==> src/rtl/seven_seg_pkg.sv <==
// Shared glyphs, FSM states and mode encodings for the seven-segment driver.
// Optional leading-zero blanking is enabled with SEVEN_SEG_BLANK_EN.
package seven_seg_pkg;

  // Active-low glyphs, bit n = segment n (bit 6 = middle).
  localparam logic [6:0] GLYPH_0 = 7'b1000000;
  localparam logic [6:0] GLYPH_1 = 7'b1111001;
  localparam logic [6:0] GLYPH_2 = 7'b0100100;
  localparam logic [6:0] GLYPH_3 = 7'b0110000;
  localparam logic [6:0] GLYPH_4 = 7'b0011001;
  localparam logic [6:0] GLYPH_5 = 7'b0010010;
  localparam logic [6:0] GLYPH_6 = 7'b0000010;
  localparam logic [6:0] GLYPH_7 = 7'b1011000;
  localparam logic [6:0] GLYPH_8 = 7'b0000000;
  localparam logic [6:0] GLYPH_9 = 7'b0010000;
  localparam logic [6:0] GLYPH_A = 7'b0001000;
  localparam logic [6:0] GLYPH_B = 7'b0000011;
  localparam logic [6:0] GLYPH_C = 7'b1000110;
  localparam logic [6:0] GLYPH_D = 7'b0100001;
  localparam logic [6:0] GLYPH_E = 7'b0000110;
  localparam logic [6:0] GLYPH_F = 7'b0001110;
  localparam logic [6:0] GLYPH_DASH  = 7'b0111111;
  localparam logic [6:0] GLYPH_BLANK = 7'b1111111;

  localparam logic MODE_HEX = 1'b0;
  localparam logic MODE_DEC = 1'b1;

  typedef enum logic [1:0] {
    IDLE = 2'd0,
    CONV = 2'd1,
    LOAD = 2'd2
  } state_e;

endpackage

==> src/rtl/seven_seg_display_driver_glyph.sv <==
// Nibble to active-low seven-segment glyph lookup.
// Shared by the driver top; unaffected by SEVEN_SEG_BLANK_EN.
module seven_seg_glyph
  import seven_seg_pkg::*;
(
  input  logic [3:0] i_digit,
  output logic [6:0] o_seg
);

  always_comb begin
    o_seg = GLYPH_BLANK;
    unique case (i_digit)
      4'h0: o_seg = GLYPH_0;
      4'h1: o_seg = GLYPH_1;
      4'h2: o_seg = GLYPH_2;
      4'h3: o_seg = GLYPH_3;
      4'h4: o_seg = GLYPH_4;
      4'h5: o_seg = GLYPH_5;
      4'h6: o_seg = GLYPH_6;
      4'h7: o_seg = GLYPH_7;
      4'h8: o_seg = GLYPH_8;
      4'h9: o_seg = GLYPH_9;
      4'hA: o_seg = GLYPH_A;
      4'hB: o_seg = GLYPH_B;
      4'hC: o_seg = GLYPH_C;
      4'hD: o_seg = GLYPH_D;
      4'hE: o_seg = GLYPH_E;
      4'hF: o_seg = GLYPH_F;
      default: o_seg = GLYPH_BLANK;
    endcase
  end

endmodule

==> src/rtl/seven_seg_display_driver.sv <==
// Registered hex / double-dabble decimal seven-segment driver.
// Define SEVEN_SEG_BLANK_EN to blank leading zero digits.
module seven_seg_display_driver
  import seven_seg_pkg::*;
#(
  parameter int DIGITS = 8,
  parameter int WIDTH  = 32
) (
  input  logic                  i_clk,
  input  logic                  i_rst_n,
  input  logic                  i_valid,
  output logic                  o_ready,
  input  logic [WIDTH-1:0]      i_value,
  input  logic                  i_mode,
  output logic [7*DIGITS-1:0]   o_seven,
  output logic                  o_overflow
);

  localparam int BW = 4 * DIGITS;
  localparam int CW = $clog2(WIDTH + 1);

  state_e              state_q;
  logic [WIDTH-1:0]    val_q;
  logic [BW-1:0]       bcd_q;
  logic [CW-1:0]       cnt_q;
  logic                ovf_q;
  logic [7*DIGITS-1:0] seven_q;
  logic                ovf_out_q;

  logic [BW-1:0]       adj_d;
  logic [7*DIGITS-1:0] glyph;
  logic [7*DIGITS-1:0] img_d;
  logic [WIDTH+BW-1:0] ext;
  logic                hex_ovf;

  // Zero-extend so hex overflow is simply "anything above the shown nibbles".
  assign ext     = {{BW{1'b0}}, i_value};
  assign hex_ovf = |ext[WIDTH+BW-1:BW];

  always_comb begin
    adj_d = bcd_q;
    for (int k = 0; k < DIGITS; k++) begin
      if (bcd_q[4*k +: 4] >= 4'd5)
        adj_d[4*k +: 4] = bcd_q[4*k +: 4] + 4'd3;
    end
  end

  for (genvar g = 0; g < DIGITS; g++) begin : g_glyph
    seven_seg_glyph u_glyph (
      .i_digit (bcd_q[4*g +: 4]),
      .o_seg   (glyph[7*g +: 7])
    );
  end

  always_comb begin
`ifdef SEVEN_SEG_BLANK_EN
    logic lead;
    lead = 1'b1;
`endif
    img_d = '1;
    for (int k = DIGITS - 1; k >= 0; k--) begin
`ifdef SEVEN_SEG_BLANK_EN
      if (k == 0 || bcd_q[4*k +: 4] != 4'd0)
        lead = 1'b0;
`endif
      if (ovf_q)
        img_d[7*k +: 7] = GLYPH_DASH;
`ifdef SEVEN_SEG_BLANK_EN
      else if (lead)
        img_d[7*k +: 7] = GLYPH_BLANK;
`endif
      else
        img_d[7*k +: 7] = glyph[7*k +: 7];
    end
  end

  always_ff @(posedge i_clk or negedge i_rst_n) begin
    if (!i_rst_n) begin
      state_q   <= IDLE;
      val_q     <= '0;
      bcd_q     <= '0;
      cnt_q     <= '0;
      ovf_q     <= 1'b0;
      seven_q   <= '1;
      ovf_out_q <= 1'b0;
    end else begin
      unique case (state_q)
        IDLE: begin
          if (i_valid) begin
            if (i_mode == MODE_DEC) begin
              val_q   <= i_value;
              bcd_q   <= '0;
              cnt_q   <= CW'(WIDTH);
              ovf_q   <= 1'b0;
              state_q <= CONV;
            end else begin
              bcd_q   <= ext[BW-1:0];
              ovf_q   <= hex_ovf;
              state_q <= LOAD;
            end
          end
        end
        CONV: begin
          {bcd_q, val_q} <= {adj_d[BW-2:0], val_q, 1'b0};
          ovf_q          <= ovf_q | adj_d[BW-1];
          cnt_q          <= cnt_q - CW'(1);
          if (cnt_q == CW'(1))
            state_q <= LOAD;
        end
        LOAD: begin
          seven_q   <= img_d;
          ovf_out_q <= ovf_q;
          state_q   <= IDLE;
        end
        default: state_q <= IDLE;
      endcase
    end
  end

  assign o_ready    = (state_q == IDLE);
  assign o_seven    = seven_q;
  assign o_overflow = ovf_out_q;

endmodule

==> config.mk <==
export PLATFORM = sky130hd
export DESIGN_NAME = seven_seg_display_driver
export DESIGN_NICKNAME = d
export VERILOG_FILES = /design/src/rtl/seven_seg_pkg.sv /design/src/rtl/seven_seg_display_driver_glyph.sv /design/src/rtl/seven_seg_display_driver.sv
export SDC_FILE = /design/constraint.sdc
export NUM_CORES = 1
export LEC_CHECK = 0
export CORE_MARGIN = 5
export CORE_UTILIZATION = 58
export DETAILED_ROUTE_END_ITERATION = 8
export GPL_ROUTABILITY_DRIVEN = 0
export PLACE_DENSITY = 0.82
export REMOVE_ABC_BUFFERS = 1
export SLEW_MARGIN = 20
export SYNTH_ARGS = -nofsm -noshare
export SYNTH_HDL_FRONTEND = slang
export SYNTH_HIERARCHICAL = 1
export SYNTH_SLANG_ARGS = --single-unit
==> constraint.sdc <==
create_clock -name i_clk -period 3.6 [get_ports i_clk]
set_input_delay 0.72 -clock i_clk [delete_from_list [all_inputs] [get_ports i_clk]]
set_output_delay 0.72 -clock i_clk [all_outputs]
set_load 0.03 [all_outputs]
=== After elaboration in Yosys (flattened, before gate mapping) ===
Memory sizes are Yosys's and may differ from the RTL's.
Index checks and enable logic that the tools add are counted.

* Register bits after elaboration: 130
* ROM bits: 896
* Input bits: 36
* Output and inout bits: 58
* Logic and storage cells: 75
* Memories kept: 8

* Add/sub/neg operators: 9
* Magnitude comparators: 8
* Equality and inequality tests: 6
* Mux-type cells: 31
* Bitwise logic cells: 1
* Reduce and logical (&&, ||, !) cells: 5

{| class="wikitable"
|+ Memory list
! name !! depth !! bits a word !! read ports !! clocked after Yosys merged registers in !! write ports !! line !! source
|-
| (name not given) || 16 || 7 || 1 || 0 || 0 || seven_seg_display_driver_glyph.sv:12 || <nowiki>unique case (i_digit)</nowiki>
|-
| (name not given) || 16 || 7 || 1 || 0 || 0 || seven_seg_display_driver_glyph.sv:12 ||
|-
| (name not given) || 16 || 7 || 1 || 0 || 0 || seven_seg_display_driver_glyph.sv:12 ||
|-
| (name not given) || 16 || 7 || 1 || 0 || 0 || seven_seg_display_driver_glyph.sv:12 ||
|-
| (name not given) || 16 || 7 || 1 || 0 || 0 || seven_seg_display_driver_glyph.sv:12 ||
|-
| (name not given) || 16 || 7 || 1 || 0 || 0 || seven_seg_display_driver_glyph.sv:12 ||
|-
| 2 more memories || -- || -- || -- || -- || -- || -- ||
|}

{| class="wikitable"
|+ Operator list
! cell !! count
|-
| 2-to-1 mux 32 bit || 4
|-
| one-hot mux 32 bit (2 select lines) || 2
|-
| 2-to-1 mux 7 bit || 8
|-
| adder 4 x 2 -> 4 bit (second input constant) || 8
|-
| >= comparator 4 x 3 -> 1 bit (second input constant) || 8
|-
| 2-to-1 mux 4 bit || 8
|-
| 2-to-1 mux 6 bit || 2
|-
| one-hot mux 6 bit (2 select lines) || 1
|-
| equality test 6 x 1 -> 1 bit (second input constant) || 1
|-
| 2-to-1 mux 2 bit || 3
|-
| subtractor 6 x 1 -> 6 bit (second input constant) || 1
|-
| != test 2 bit (second input constant) || 2
|-
| one-hot mux 2 bit (2 select lines) || 1
|-
| AND reduction 2 bit || 2
|-
| AND reduction 3 bit || 1
|-
| equality test 2 x 1 -> 1 bit (second input constant) || 1
|-
| equality test 2 bit (second input constant) || 1
|-
| zero test 2 bit || 1
|-
| != test 2 x 1 -> 1 bit (second input constant) || 1
|-
| one-hot mux 1 bit (2 select lines) || 1
|-
| nonzero test 2 bit || 1
|-
| 2-to-1 mux 1 bit || 1
|-
| OR 1 bit || 1
|}

=== Depth between registers and ports, before layout ===
* Depth in word-level cells: 4
* Mapped depth: 7
* Mapped depth without buffers: 7

=== Cells and area by module ===
The synthesis kept the hierarchy.

{| class="wikitable"
|+ Modules (own cells, without submodules)
! module !! times used !! cells an instance !! area an instance (um^2) !! sequential area each (um^2)
|-
| seven_seg_display_driver || 1 || 729 || 6,546.3 || 3,323.2
|-
| seven_seg_glyph (g_glyph[5].u_glyph ...) || 3 || 33 || 280.3 || 0.0
|-
| seven_seg_glyph (g_glyph[1].u_glyph ...) || 3 || 32 || 266.5 || 0.0
|-
| seven_seg_glyph (g_glyph[0].u_glyph) || 1 || 32 || 269.0 || 0.0
|-
| seven_seg_glyph (g_glyph[2].u_glyph) || 1 || 35 || 259.0 || 0.0
|}

=== Worst setup path before layout ===
No wires, ideal clock.

* Path kind: input to register
* Start: input i_valid
* End: register bcd_q[14]
* Arrival: 1.572 ns
* Slack: 1.951 ns
* Stages on the path: 7
* Path buffers: 3
* Path through: buf_2 > nor2b_1 > buf_4 > buf_6 > a21oi_1 > o22ai_1 > a21oi_1

* Cells in the longest elaborated chain, start to end: 2

{| class="wikitable"
|+ Ends and longest elaborated chain
! element !! line !! source
|-
| start, declared || seven_seg_display_driver.sv:11 || <nowiki>input logic i_valid,</nowiki>
|-
| != test 2 bit (no source line) || -- ||
|-
| AND reduction 2 bit (no source line) || -- ||
|-
| end signal, assigned || seven_seg_display_driver.sv:97 || <nowiki>bcd_q <= ext[BW-1:0];</nowiki>
|-
| end signal, assigned || seven_seg_display_driver.sv:104 || <nowiki>{bcd_q, val_q} <= {adj_d[BW-2:0], val_q, 1'b0};</nowiki>
|-
| end, declared || seven_seg_display_driver.sv:24 || <nowiki>logic [BW-1:0] bcd_q;</nowiki>
|}

Every way passes these cells.
A chain may end at the register's enable or synchronous reset.

=== Worst setup path after layout ===
* Start: register state_q[1]
* End: output o_ready

* Cells in the longest elaborated chain, start to end: 1

{| class="wikitable"
|+ Ends and longest elaborated chain
! element !! line !! source
|-
| start, declared || seven_seg_display_driver.sv:22 || <nowiki>state_e state_q;</nowiki>
|-
| start signal, assigned || seven_seg_display_driver.sv:79 || <nowiki>state_q <= IDLE;</nowiki>
|-
| start signal, assigned || seven_seg_display_driver.sv:95 || <nowiki>state_q <= CONV;</nowiki>
|-
| start signal, assigned || seven_seg_display_driver.sv:99 || <nowiki>state_q <= LOAD;</nowiki>
|-
| zero test 2 bit || seven_seg_display_driver.sv:120 || <nowiki>assign o_ready = (state_q == IDLE);</nowiki>
|-
| end, declared || seven_seg_display_driver.sv:12 || <nowiki>output logic o_ready,</nowiki>
|}

Every way passes these cells.

==> metrics.md <==
| Metric | Value |
|---|---|
| Status | complete, no violations |
| Fin. Hold Viols | 0 |
| CP max FO | 10 |
| Setup TNS | 0 ns |
| Max Buffers Root-to-Sink | 2 |
| Buffers on Ports | 93 |
| Number of nets in the layout | 1155 |
| CTS Hold Bufs | 0 |
| RSZ-0062 raised after global routing | false |
| Core box area | 14600 um^2 |
| Clock-pin slew on the worst setup and hold paths | 0.06 ns |
| Overall die width | 133 um |
| TritonCTS Buffers | 17 |
| WL final | 19.8 mm |
| Initial drt markers | 583 |
| Chip height | 133 um |
| Pre-CTS setup slack | 1.02 ns |
| Post-cts resize count | 0 |
| Vias in the first global route | 6822 |
| Routed Antenna Nets | 0 |
| TritonCTS Sinks | 130 |
| Final Slew Violations | 0 |
| # IOs | 94 |
| Post-synthesis async set-or-reset flop share | 1.00 |
| Global routing's busiest layer | met2 |
| CP arrival | 2.02 ns |
| Total GRT Usage | 0.226 |
| Combined area of the multi-input logic cells | 4810 um^2 |
| Area growth syn-to-layout | 17.1% |
| LEAKAGE | 4.55 nW |
| Worst min-delay path class | input port to asynchronous set/reset pin |
| Crit Path Category | register to primary output |
| Worst vdd ir | 0.442 mV |
| Synth warnings | 6 |
| Yosys top cell by area | dfrtp_1 |
| EDFF count, synth | 0 |
| CP endpoint kind | primary output |
| Synthesized area | 8710 um^2 |
| DRC | 0 |
| Relative max-transition margin | 0.451 |
| First-pass detailed-route iteration total | 6 |
| Share of cells above drive strength 1 | 0.136 |
| FF+latch area | 3320 um^2 |
| Postcts setup bufs | 0 |
| Max-cap violation count | 0 |
| Post-DP HPWL | 13.3 mm |
| # fillers | 1136 |
| Wire per inst | 15.8 um |
| Clk Latency, worst-skew pair | 0.42 ns |
| Initial antenna violation count | 0 |
| Period minus WS final | 2.74 ns |
| Startpoint types | register |
| Starting Density | 0.595 |
| Pwr dens | 995 nW/um^2 |
| First-pass GRT wire length | 33.2 mm |
| Final Core Density | 0.697 |
| Layout Cells excl Fill | 1249 |
| Met2 GRT Util | 0.377 |
| Tot Pwr | 10.2 mW |
| CTS tree | done |
| Final instance area | 10200 um^2 |
| Mean area per synthesized cell | 8.79 um^2 |
| FF+latch count, synth | 130 |
| GRT overflow | 0 |
| Most numerous cell in the Yosys netlist | nand2_1 |
| Root buffer cell | clkbuf_16 |
| Met3 Usage GRT | 0.0425 |
| Top cell type's share of synthesized area | 0.212 |
| H-tree depth | 4 |
| Post-synthesis sequential area ratio | 0.381 |
| Cell Rows | 44 |
| Met1 Use GR | 0.296 |
| Placed Area | 9650 um^2 |
| Period utilisation layout | 0.760 |
| Largest net degree at the start of global routing | 61 |
| Final Skew | 0.00681 ns |
| Ant diodes | 0 |
| Placed cell count | 1218 |
| Fmax achieved | 365 MHz |
| Worst-margin pin slew | 0.823 ns |
| Die Area | 17600 um^2 |
| Setup WS post-layout | 0.863 ns |
| WHS | 0.315 ns |
| Cell variety after synth | 52 |
| Setup violators final | 0 |
| DR vias | 7209 |
| Mapped Cells | 991 |
| Area contributors post-synth | dfrtp_1, dfstp_2, ha_1, nand2_1, o21ai_0 |
| Via density | 5.77 |
| Post-synth top flop | dfrtp_1 |
| Worst Path Required | 2.88 ns |
| Top cells by count, synth | nand2_1, nor2_1, o21ai_0 |
[kinds of logic (layout without fill, tap and decap cells)]
kind of cell,count (synthesis),count (layout),share of synthesized area
DFF,130,130,0.381
muxes,47,47,0.0659
and+or+nand+nor,333,333,0.178
adders and majority gates,66,66,0.0948
buffers and inverters,121,195,0.0698
AOI/OAI and AO/OA,272,272,0.188
xor gates and xnor gates,22,22,0.0221
[registers in the layout, indices dropped and copies added, names as in the netlist]
register and cells:
o_overflow 1, o_seven 56, bcd_q 32, state_q 2, ovf_q 1, cnt_q 6
val_q 32
[cell type report]
class,instances,share of cell area
Clock inverter,5,0.00490
Inverter,53,0.0195
Timing Repair Buffer,111,0.107
Multi-Input combinational cell,740,0.471
Sequential cell,130,0.326
Clock buffer,26,0.0499
Tap cell,184,0.0226
[worst paths after layout]
path	to	slack (ns)	startpoint	cells after the start
worst max-delay path	o_ready	0.86	state_q[1]	2
worst min-delay path	cnt_q[0]	0.31	i_rst_n	1
worst max register to register	val_q[21]	1.49	state_q[0]	5
worst min register to register	o_seven[28]	0.47	o_seven[28]	2
max in group asynchronous	o_seven[28]	2.44	i_rst_n	2
min in group i_clk	o_seven[28]	0.47	o_seven[28]	2
[power by group]
group	internal [mW]	switching, mW	total, mW
clock	1.03	0.601	1.63
combinational	2.42	2.74	5.15
sequential	2.32	1.05	3.37
total	5.77	4.38	10.2
[per-layer routing]
layer | share of wire | up-vias
met5 | 0 | -
met4 | 0.016 | 0
met3 | 0.063 | 28
met2 | 0.49 | 219
met1 | 0.43 | 3434
li1 | - | 3528
[critical path, cell delays in order, from the launching register on]
cell	delay [ns]
dfrtp_1	0.57
nor2_1	0.30
clkdlybuf4s50_1	0.73
[cell usage in the layout (no fill, tap or decap), types with 4 or more instances in the layout]
cell / count
nand2_1: 136
clkdlybuf4s50_1: 92
nor2_1: 85
o21ai_0: 80
a21oi_1: 78
dfrtp_1: 74
ha_1: 66
dfstp_2: 56
inv_1: 52
nand2b_1: 47
a22oi_1: 34
o22ai_1: 32
mux2i_1: 30
clkbuf_16: 17
buf_4: 17
xnor2_1: 16
nand3b_1: 16
nand3_1: 12
mux2_2: 9
a31oi_1: 9
o31ai_1: 8
o31ai_2: 7
mux4_2: 7
a21boi_0: 7
xor2_1: 6
or2_2: 6
clkbuf_8: 5
a221oi_1: 4
o21ai_1: 4
a221o_1: 4
clkbuf_1: 4
clkinv_2: 4
nor2_2: 4
and2_1: 4
(Power assumes the default switching activity.)
